**config.mk**
```make
export PLATFORM = sky130hd
export DESIGN_NAME = vga_plot_arbiter_flat
export DESIGN_NICKNAME = d
export VERILOG_FILES = /design/src/rtl/vga_pkg.sv /design/src/rtl/vga_plot_arbiter_if.sv /design/src/rtl/vga_plot_arbiter_clear_scanner.sv /design/src/rtl/vga_plot_arbiter.sv /design/src/flat_wrapper.sv
export SDC_FILE = /design/constraint.sdc
export NUM_CORES = 1
export LEC_CHECK = 0
export BUFFER_PORTS_ARGS = -buffer_cell sky130_fd_sc_hd__buf_2
export CAP_MARGIN = 20
export CORE_ASPECT_RATIO = 1.75
export CORE_UTILIZATION = 29
export DETAILED_ROUTE_END_ITERATION = 8
export PLACE_DENSITY = 0.61
export SYNTH_ARGS = -nofsm -noshare
export SYNTH_HDL_FRONTEND = slang
export SYNTH_SLANG_ARGS = --single-unit
```
**constraint.sdc**
```tcl
create_clock -name clk -period 1.6 [get_ports clk]
set_input_delay 0.08 -clock clk [delete_from_list [all_inputs] [get_ports clk]]
set_output_delay 0.08 -clock clk [all_outputs]
set_load 0.02 [all_outputs]
```
**src/rtl/vga_pkg.sv**
```systemverilog
// Shared VGA frame constants, coordinate widths and the IDLE/CLEAR state
// encoding used by the plot arbiter and the pixel sources around it.
package vga_pkg;

    localparam int WIDTH  = 160;
    localparam int HEIGHT = 120;
    localparam int X_W    = 8;
    localparam int Y_W    = 7;
    localparam int C_W    = 3;

    typedef enum logic {
        ST_IDLE  = 1'b0,
        ST_CLEAR = 1'b1
    } arb_state_t;

    // True when (x, y) lies inside a w-by-h frame.
    function automatic logic in_frame(input logic [X_W-1:0] x,
                                      input logic [Y_W-1:0] y,
                                      input int w,
                                      input int h);
        return (int'(x) < w) && (int'(y) < h);
    endfunction

endpackage

```
**src/rtl/vga_plot_arbiter_if.sv**
```systemverilog
// Bundle of the arbiter's pixel-source handshakes, clear control and the
// VGA adapter write port. master = sources / top level, slave = arbiter.
interface vga_plot_arbiter_if;
    import vga_pkg::*;

    logic           clear_start;
    logic           clear_busy;
    logic           clear_done;

    logic           snake_req;
    logic [X_W-1:0] snake_x;
    logic [Y_W-1:0] snake_y;
    logic [C_W-1:0] snake_colour;
    logic           snake_gnt;

    logic           ovl_req;
    logic [X_W-1:0] ovl_x;
    logic [Y_W-1:0] ovl_y;
    logic [C_W-1:0] ovl_colour;
    logic           ovl_gnt;

    logic [X_W-1:0] x_out;
    logic [Y_W-1:0] y_out;
    logic [C_W-1:0] colour_out;
    logic           plot;
    logic           oob_flag;

    modport master (
        output clear_start,
        output snake_req, snake_x, snake_y, snake_colour,
        output ovl_req, ovl_x, ovl_y, ovl_colour,
        input  clear_busy, clear_done, snake_gnt, ovl_gnt,
        input  x_out, y_out, colour_out, plot, oob_flag
    );

    modport slave (
        input  clear_start,
        input  snake_req, snake_x, snake_y, snake_colour,
        input  ovl_req, ovl_x, ovl_y, ovl_colour,
        output clear_busy, clear_done, snake_gnt, ovl_gnt,
        output x_out, y_out, colour_out, plot, oob_flag
    );

endinterface

```
**src/rtl/vga_plot_arbiter_clear_scanner.sv**
```systemverilog
// Row-major x/y scan counter for the full-frame clear. Presents the current
// scan coordinate while busy, flags the final pixel, and pulses done one
// cycle later so it lines up with that pixel leaving the output register.
module clear_scanner
    import vga_pkg::*;
#(
    parameter int WIDTH  = vga_pkg::WIDTH,
    parameter int HEIGHT = vga_pkg::HEIGHT
) (
    input  logic           clk,
    input  logic           rst,
    input  logic           i_start,
    input  logic           i_busy,
    output logic [X_W-1:0] o_x,
    output logic [Y_W-1:0] o_y,
    output logic           o_last,
    output logic           o_done
);

    localparam logic [X_W-1:0] X_LAST = X_W'(WIDTH - 1);
    localparam logic [Y_W-1:0] Y_LAST = Y_W'(HEIGHT - 1);

    logic [X_W-1:0] r_x, w_x_next;
    logic [Y_W-1:0] r_y, w_y_next;
    logic           r_done;
    logic           w_last;

    assign w_last = i_busy && (r_x == X_LAST) && (r_y == Y_LAST);

    // Next scan position: x wraps at the frame edge (not at 255), y steps per row.
    always_comb begin
        w_x_next = r_x;
        w_y_next = r_y;
        if (i_start || w_last) begin
            w_x_next = '0;
            w_y_next = '0;
        end else if (i_busy) begin
            if (r_x == X_LAST) begin
                w_x_next = '0;
                w_y_next = r_y + 1'b1;
            end else begin
                w_x_next = r_x + 1'b1;
            end
        end
    end

    // Counter and done-pulse registers.
    always_ff @(posedge clk) begin
        if (rst) begin
            r_x    <= '0;
            r_y    <= '0;
            r_done <= 1'b0;
        end else begin
            r_x    <= w_x_next;
            r_y    <= w_y_next;
            r_done <= w_last;
        end
    end

    assign o_x    = r_x;
    assign o_y    = r_y;
    assign o_last = w_last;
    assign o_done = r_done;

endmodule

```
**src/rtl/vga_plot_arbiter.sv**
```systemverilog
// Shares the VGA adapter write port between the snake datapath, the score
// overlay and an internal full-frame clear engine. Grants are combinational
// from the current requests; the winning pixel is registered onto the port.
module vga_plot_arbiter
    import vga_pkg::*;
#(
    parameter int             WIDTH        = vga_pkg::WIDTH,
    parameter int             HEIGHT       = vga_pkg::HEIGHT,
    parameter logic [C_W-1:0] CLEAR_COLOUR = 3'b000,
    parameter int             MAX_STREAK   = 8
) (
    input  logic              clk,
    input  logic              rst,
    vga_plot_arbiter_if.slave bus
);

    localparam int             SW       = $clog2(MAX_STREAK + 1);
    localparam logic [SW-1:0]  STREAK_MAX = SW'(MAX_STREAK);

    arb_state_t     r_state, w_state_next;
    logic [SW-1:0]  r_streak, w_streak_next;

    logic [X_W-1:0] r_x, w_x_next;
    logic [Y_W-1:0] r_y, w_y_next;
    logic [C_W-1:0] r_colour, w_colour_next;
    logic           r_plot, w_plot_next;
    logic           r_oob, w_oob_next;

    logic           w_idle;
    logic           w_streak_full;
    logic           w_snake_gnt;
    logic           w_ovl_gnt;
    logic [X_W-1:0] w_scan_x;
    logic [Y_W-1:0] w_scan_y;
    logic           w_scan_last;
    logic           w_scan_done;

    assign w_idle        = (r_state == ST_IDLE);
    assign w_streak_full = (r_streak == STREAK_MAX);

    // Snake has priority unless it has starved a waiting overlay for MAX_STREAK grants.
    assign w_snake_gnt = w_idle && bus.snake_req && !(bus.ovl_req && w_streak_full);
    assign w_ovl_gnt   = w_idle && bus.ovl_req && !w_snake_gnt;

    clear_scanner #(
        .WIDTH  (WIDTH),
        .HEIGHT (HEIGHT)
    ) u_scanner (
        .clk     (clk),
        .rst     (rst),
        .i_start (w_idle && bus.clear_start),
        .i_busy  (!w_idle),
        .o_x     (w_scan_x),
        .o_y     (w_scan_y),
        .o_last  (w_scan_last),
        .o_done  (w_scan_done)
    );

    // FSM next state: clear requests only take effect from IDLE.
    always_comb begin
        w_state_next = r_state;
        case (r_state)
            ST_IDLE:  if (bus.clear_start) w_state_next = ST_CLEAR;
            ST_CLEAR: if (w_scan_last)     w_state_next = ST_IDLE;
            default:  w_state_next = ST_IDLE;
        endcase
    end

    // Streak counts snake wins while the overlay waits; any overlay win or idle overlay resets it.
    always_comb begin
        w_streak_next = r_streak;
        if (w_ovl_gnt || !bus.ovl_req) begin
            w_streak_next = '0;
        end else if (w_snake_gnt && !w_streak_full) begin
            w_streak_next = r_streak + 1'b1;
        end
    end

    // Output pixel selection; out-of-frame grants raise the sticky flag instead of plotting.
    always_comb begin
        w_x_next      = r_x;
        w_y_next      = r_y;
        w_colour_next = r_colour;
        w_plot_next   = 1'b0;
        w_oob_next    = r_oob;
        if (!w_idle) begin
            w_x_next      = w_scan_x;
            w_y_next      = w_scan_y;
            w_colour_next = CLEAR_COLOUR;
            w_plot_next   = 1'b1;
        end else if (w_snake_gnt) begin
            if (in_frame(bus.snake_x, bus.snake_y, WIDTH, HEIGHT)) begin
                w_x_next      = bus.snake_x;
                w_y_next      = bus.snake_y;
                w_colour_next = bus.snake_colour;
                w_plot_next   = 1'b1;
            end else begin
                w_oob_next = 1'b1;
            end
        end else if (w_ovl_gnt) begin
            if (in_frame(bus.ovl_x, bus.ovl_y, WIDTH, HEIGHT)) begin
                w_x_next      = bus.ovl_x;
                w_y_next      = bus.ovl_y;
                w_colour_next = bus.ovl_colour;
                w_plot_next   = 1'b1;
            end else begin
                w_oob_next = 1'b1;
            end
        end
    end

    // State, streak and output-port registers.
    always_ff @(posedge clk) begin
        if (rst) begin
            r_state  <= ST_IDLE;
            r_streak <= '0;
            r_x      <= '0;
            r_y      <= '0;
            r_colour <= '0;
            r_plot   <= 1'b0;
            r_oob    <= 1'b0;
        end else begin
            r_state  <= w_state_next;
            r_streak <= w_streak_next;
            r_x      <= w_x_next;
            r_y      <= w_y_next;
            r_colour <= w_colour_next;
            r_plot   <= w_plot_next;
            r_oob    <= w_oob_next;
        end
    end

    assign bus.snake_gnt  = w_snake_gnt;
    assign bus.ovl_gnt    = w_ovl_gnt;
    assign bus.clear_busy = !w_idle;
    assign bus.clear_done = w_scan_done;
    assign bus.x_out      = r_x;
    assign bus.y_out      = r_y;
    assign bus.colour_out = r_colour;
    assign bus.plot       = r_plot;
    assign bus.oob_flag   = r_oob;

endmodule

```
**src/flat_wrapper.sv**
```systemverilog
// flat-port wrapper written by rule: the top's interface ports become plain ports
module vga_plot_arbiter_flat import vga_pkg::*;
#(
    parameter int             WIDTH        = vga_pkg::WIDTH,
    parameter int             HEIGHT       = vga_pkg::HEIGHT,
    parameter logic [C_W-1:0] CLEAR_COLOUR = 3'b000,
    parameter int             MAX_STREAK   = 8
)
  (clk, rst, bus_clear_start, bus_snake_req, bus_snake_x, bus_snake_y, bus_snake_colour, bus_ovl_req, bus_ovl_x, bus_ovl_y, bus_ovl_colour, bus_clear_busy, bus_clear_done, bus_snake_gnt, bus_ovl_gnt, bus_x_out, bus_y_out, bus_colour_out, bus_plot, bus_oob_flag);
  vga_plot_arbiter_if bus_i ();
  input  logic clk;
  input  logic rst;
  input wire logic [$bits(bus_i.clear_start)-1:0] bus_clear_start;
  input wire logic [$bits(bus_i.snake_req)-1:0] bus_snake_req;
  input wire logic [$bits(bus_i.snake_x)-1:0] bus_snake_x;
  input wire logic [$bits(bus_i.snake_y)-1:0] bus_snake_y;
  input wire logic [$bits(bus_i.snake_colour)-1:0] bus_snake_colour;
  input wire logic [$bits(bus_i.ovl_req)-1:0] bus_ovl_req;
  input wire logic [$bits(bus_i.ovl_x)-1:0] bus_ovl_x;
  input wire logic [$bits(bus_i.ovl_y)-1:0] bus_ovl_y;
  input wire logic [$bits(bus_i.ovl_colour)-1:0] bus_ovl_colour;
  output wire logic [$bits(bus_i.clear_busy)-1:0] bus_clear_busy;
  output wire logic [$bits(bus_i.clear_done)-1:0] bus_clear_done;
  output wire logic [$bits(bus_i.snake_gnt)-1:0] bus_snake_gnt;
  output wire logic [$bits(bus_i.ovl_gnt)-1:0] bus_ovl_gnt;
  output wire logic [$bits(bus_i.x_out)-1:0] bus_x_out;
  output wire logic [$bits(bus_i.y_out)-1:0] bus_y_out;
  output wire logic [$bits(bus_i.colour_out)-1:0] bus_colour_out;
  output wire logic [$bits(bus_i.plot)-1:0] bus_plot;
  output wire logic [$bits(bus_i.oob_flag)-1:0] bus_oob_flag;
  assign bus_i.clear_start = bus_clear_start;
  assign bus_i.snake_req = bus_snake_req;
  assign bus_i.snake_x = bus_snake_x;
  assign bus_i.snake_y = bus_snake_y;
  assign bus_i.snake_colour = bus_snake_colour;
  assign bus_i.ovl_req = bus_ovl_req;
  assign bus_i.ovl_x = bus_ovl_x;
  assign bus_i.ovl_y = bus_ovl_y;
  assign bus_i.ovl_colour = bus_ovl_colour;
  assign bus_clear_busy = bus_i.clear_busy;
  assign bus_clear_done = bus_i.clear_done;
  assign bus_snake_gnt = bus_i.snake_gnt;
  assign bus_ovl_gnt = bus_i.ovl_gnt;
  assign bus_x_out = bus_i.x_out;
  assign bus_y_out = bus_i.y_out;
  assign bus_colour_out = bus_i.colour_out;
  assign bus_plot = bus_i.plot;
  assign bus_oob_flag = bus_i.oob_flag;
  vga_plot_arbiter #(.WIDTH(WIDTH), .HEIGHT(HEIGHT), .CLEAR_COLOUR(CLEAR_COLOUR), .MAX_STREAK(MAX_STREAK)) u_core (.clk(clk), .rst(rst), .bus(bus_i));
endmodule
```
Word-level counts from Yosys, hierarchy flattened
Cells that the tools add are included.

Add/subtract/negate cells: 3. Order comparisons: 4. Equal/unequal tests: 7. Multiplexer cells: 27. Bitwise gates (word level): 1. Reduce and logical (&&, ||, !) cells: 28.

Operator list (number): 8-bit 2-to-1 mux (6); 7-bit 2-to-1 mux (5); 8-bit < comparator (second input constant) (2); 7-bit < comparator (second input constant) (2); 3-bit 2-to-1 mux (4); 1-bit logical AND (11); 1-bit 2-to-1 mux (11); 8-bit by 1-bit adder with 8-bit output (second input constant) (1); 8-bit == test (second input constant) (1); 7-bit by 1-bit adder with 7-bit output (second input constant) (1); 7-bit == test (second input constant) (1); 3-bit AND reduction (2); 3-bit nonzero test (2); 2-bit OR reduction (3); 4-bit by 1-bit adder with 4-bit output (second input constant) (1); 4-bit == test (second input constant) (1); 1-bit logical NOT (4); 2-bit != test (second input constant) (2); 4-bit AND reduction (1); 2-bit nonzero test (2); 3-bit by 2-bit != test with 1-bit output (second input constant) (1); 1-bit logical OR (2); 2-bit by 1-bit != test with 1-bit output (second input constant) (1); 1-bit case mux with 2 select lines (1); 2 further kinds (2).

Flip-flop bits (word level): 41. Input port bits: 41. Output and inout port bits: 24.

Depth between registers and ports, before layout
Depth after elaboration: 9. Gate-level depth with buffers: 7.

Cells and area by module
From an unflattened synthesis, not the netlist that was laid out.

Cells, all modules: 276. Area total of the unflattened synthesis: 2357.3 um^2.

By module, submodules not included: vga_plot_arbiter (instances 1, cells an instance 193, area each 1607.8 um^2); clear_scanner (instances 1, cells an instance 83, area each 749.5 um^2).

Least setup slack after synthesis
OpenSTA, ideal clock, no wires.

Path type: reg2reg. Start: reg u_core.r_streak[0]. End: reg u_core.r_oob (netlist: u_core.bus.oob_flag). Library setup time: 0.070 ns. Data arrival time: 1.673 ns. Required time: 1.530 ns. Path slack: -0.143 ns. Stages on the path, launching flop included: 7. Clock period less this slack: 1.743 ns. Path through: dfxtp_1 -> inv_1 -> ha_1 -> nand3b_1 -> a211oi_1 -> a21oi_1 -> a21oi_1.

Cells in the longest elaborated chain, start to end: 8. Elaborated cells between the ends (all ways): 11. Those cells by class: 3 x eq/ne; 1 x mux; 7 x reduce/logical.

RTL lines: from (decl) (line vga_plot_arbiter.sv:21) `logic [SW-1:0] r_streak, w_streak_next;`; from (signal assigned) (line vga_plot_arbiter.sv:124) `r_streak <= w_streak_next;`; 4-bit == test (line vga_plot_arbiter.sv:39) `assign w_streak_full = (r_streak == STREAK_MAX);`; 1-bit logical AND (line vga_plot_arbiter.sv:42) `assign w_snake_gnt = w_idle && bus.snake_req && !(bus.ovl_req && w_streak_full);`; 1-bit logical NOT (line vga_plot_arbiter.sv:42); 1-bit logical AND (line vga_plot_arbiter.sv:42); 1-bit logical NOT (line vga_plot_arbiter.sv:43) `assign w_ovl_gnt = w_idle && bus.ovl_req && !w_snake_gnt;`; 1-bit logical AND (line vga_plot_arbiter.sv:43); via bus_ovl_gnt (line flat_wrapper.sv:25) `output wire logic [$bits(bus_i.ovl_gnt)-1:0] bus_ovl_gnt;`; 2-bit nonzero test (no line); 4-bit AND reduction (no line); to (signal assigned) (line vga_plot_arbiter.sv:129) `r_oob <= w_oob_next;`; to (decl) (line vga_plot_arbiter.sv:27) `logic r_oob, w_oob_next;`.

The timed path passes the listed nets, and every way through them passes these cells. A chain may end at the register's enable or synchronous reset.

Worst setup path after layout
Start: reg u_core.r_streak[1]. End: out bus_snake_gnt.

Cells in the longest elaborated chain, start to end: 4.

RTL lines: 4-bit == test (line vga_plot_arbiter.sv:39); 1-bit logical AND (line vga_plot_arbiter.sv:42); 1-bit logical NOT (line vga_plot_arbiter.sv:42); 1-bit logical AND (line vga_plot_arbiter.sv:42); to (decl) (line flat_wrapper.sv:24) `output wire logic [$bits(bus_i.snake_gnt)-1:0] bus_snake_gnt;`.

No other way between the ends.

==> metrics.txt <==
outcome finished, violations left; failing checks setup timing; Starting Density 0.3004; Final Cell Area 3431 µm²; Hold-fix buffers, CTS 0; TNS Setup -0.01228 ns; Critical Path RT 1.52 ns; crit path launch u_core.r_streak[1]; clock slew at reported path FFs 0.06 ns; CP max stage delay 0.33 ns; Crit Path Category reg2out; drt first pass iters 4; Final period util 1.004; R2R depth 8; Tmin final 1.607 ns; FF/Latch Area 828.3 µm²; Stages on worst setup path 7; ANT nets after route 0; Post-synth EDFFs 0; worst r2r dst u_core.bus.y_out[5]; IO Pins 65; htree depth 2; first-pass GRT wire length 11.30 mm; P&R area growth vs syn 44.39%; cell at the slowest stage of the critical path dfxtp_2; Vias/cell 5.480; critical-path cell list inv_2 > ha_4 > nand4b_4 > nand2_4 > buf_12 > inv_4 > buf_6; total grt overflow 0; Die X 70.43 µm; most used flip-flop cell after synthesis dfxtp_1; synth cell count leaders dfxtp_1, mux2i_1, nor3b_1; non-filler cells, final 444; GPL Wtd Cong 0.8381; Worst Setup End Kind primary output; WP buf/inv 4; fin worst setup slack -0.006508 ns; Leak 1.421 nW; synthesized flop and latch total 41; area leader, netlist dfxtp_1; vias in the first global route 2470; Final Setup Violations 2; Post-Place Setup Slack -0.1306 ns; DR iter-0 viols 141; RSZ-0062 raised after global routing yes; Fin. Hold Viols 0; CP delay by family, top simple AND/OR/NAND/NOR gates; CTS Buffer Depth 2; CP endpoint bus_snake_gnt; synthesized area 2376 µm²; Syn Area/Cell 9.174 µm²; sequential share of the synthesized area 0.3454; CP Data Arrival Time 1.53 ns; hpwl dp 5.367 mm; startpoint types register; antenna cells 0; Worst-Margin Slew 0.3865 ns; Max Fclk 622.5 MHz; Netlist cell types 55; CTS tree built; R2R setup slack -0.007 ns; # DRC 0; syn nets 304; post-DR wirelength/cell 16.68 µm; reg2reg start u_core.r_streak[1]; std cell rows 43; top-area cell type share of the netlist area 0.3454; most common cell in the netlist dfxtp_1; Max Slew Vio Count 0; DRT Wirelength 7.404 mm; Yosys warning total 0; largest net degree at the start of global routing 33; Peak VDD IR 402.0 µV; placed cells 429; Area after DPL 3014 µm²; Die Span Y 121.7 µm; Worst Skew 0.004084 ns; area of the multi-input gates 1625 µm²; clock sink count 41; Pwr Density 767.1 nW/µm²; Syn Inst Count 259; worst min-delay path class in2reg; Final Net Count 399; initial antenna violation count 0; hold_ws 0.07540 ns; Clock Latency Late Sink 0.28 ns; GRT Util Overall 0.1653; Critical Path Fanout Max 7; clock root buffer clkbuf_16; Max-slew headroom 0.7418; CORE AREA 7909 µm²; total CTS buffers 5; layout cells sized above 1 0.4379; Fill cells 768; number of max-cap violations 0; dominant cells by area after synthesis dfxtp_1, mux2i_1, nor3b_1, nand3b_1, o31ai_1; Die ar. 8574 µm²; Vias 2433; Port Buffers 64; Post-synth ARST share 0
==> worst register-to-register path, delay by kind of cell (launching register included) <==
| family | cells | cell delay [ns] |
|---|---|---|
| compound gates | 1 | 0.10 |
| buf+inv | 3 | 0.32 |
| simple gates | 2 | 0.40 |
| flops | 1 | 0.33 |
| mux | 1 | 0.18 |
| fa+ha+maj | 1 | 0.15 |
==> worst min path at each step <==
stage | slack, ns | cells past startpoint | startpoint | end
after global routing | 0.08 | 3 | bus_ovl_colour[2] | u_core.bus.colour_out[2]
after global placement | 0.37 | 3 | bus_ovl_colour[0] | u_core.bus.colour_out[0]
after detailed placement | 0.36 | 3 | bus_ovl_colour[2] | u_core.bus.colour_out[2]
final | 0.08 | 3 | bus_ovl_colour[2] | u_core.bus.colour_out[2]
after CTS | 0.07 | 3 | bus_ovl_colour[2] | u_core.bus.colour_out[2]
after floorplan | 0.24 | 2 | bus_ovl_colour[0] | u_core.bus.colour_out[0]
==> metal layers <==
layer,GRT usage,up-vias,wire (µm)
met1,0.1656,1165,2735
met4,0.08250,0,295
li1,-,1187,-
met5,0,-,0
met2,0.3250,61,4170
met3,0.01985,20,203
==> area by class of cell <==
type                       instances  share of cell area
multi-input combinational        196              0.4737
tap                               90             0.03282
timing repair buffer             104              0.2031
clock buffer                       7             0.04158
inverter                           6            0.007294
sequential                        41              0.2414
==> kinds of logic (layout without fill, tap and decap cells) <==
family,count (synthesis),count (layout),synth area share
AOI/OAI and AO/OA,68,69,0.2133
xor gates and xnor gates,7,7,0.02580
adders and majority gates,4,4,0.02106
buffers and inverters,24,117,0.05266
DFF,41,41,0.3454
muxes,18,18,0.07635
and+or+nand+nor,97,98,0.2654
==> where the power goes <==
group          internal, mW  total (mW)  switching, mW
registers              1.06        1.08         0.0245
logic                 0.247       0.563          0.316
clock network         0.612       0.984          0.372
==> state kept, by name, summed over array words and instances (netlist names) <==
| name | count |
|---|---|
| u_core.bus.plot | 1 |
| u_core.u_scanner.o_y | 7 |
| u_core.bus.oob_flag | 1 |
| u_core.u_scanner.o_x | 8 |
| u_core.bus.x_out | 8 |
| u_core.u_scanner.o_done | 1 |
| u_core.bus.colour_out | 3 |
| u_core.r_streak | 4 |
| u_core.bus.clear_busy | 1 |
| u_core.bus.y_out | 7 |
==> layout by cell type, fill, tap and decap left out, types with 5 or more instances in the layout <==
master | netlist | final
nand2_1 | 11 | 11
o311ai_1 | 10 | 15
o31ai_1 | 16 | 9
nor2_1 | 15 | 14
buf_6 | 3 | 5
nor3b_1 | 17 | 15
o31ai_2 | 0 | 6
clkbuf_16 | 0 | 6
dfxtp_2 | 0 | 6
buf_4 | 2 | 32
a21oi_1 | 9 | 8
nand4_1 | 6 | 6
nand3_1 | 10 | 10
buf_2 | 4 | 63
mux2i_1 | 17 | 14
dfxtp_1 | 41 | 35
nand3b_1 | 16 | 16
o21ai_0 | 5 | 5
==> repair_timing <==
item | in CTS | in global routing
cloned | 1 | 2
setup endpoints to repair | 21 | 32
buffers inserted | 1 | 4
gates resized for setup | 8 | 40
pin swaps | 5 | 10
==> per-stage QoR <==
step	total power, mW	util
after floorplan	1.386	-
after global placement	1.579	0.3811
after detailed placement	1.586	0.3811
after CTS	2.590	0.4053
after global routing	2.744	0.4338
final	2.632	0.4338
Note: power is estimated with default switching activity, not from simulation.
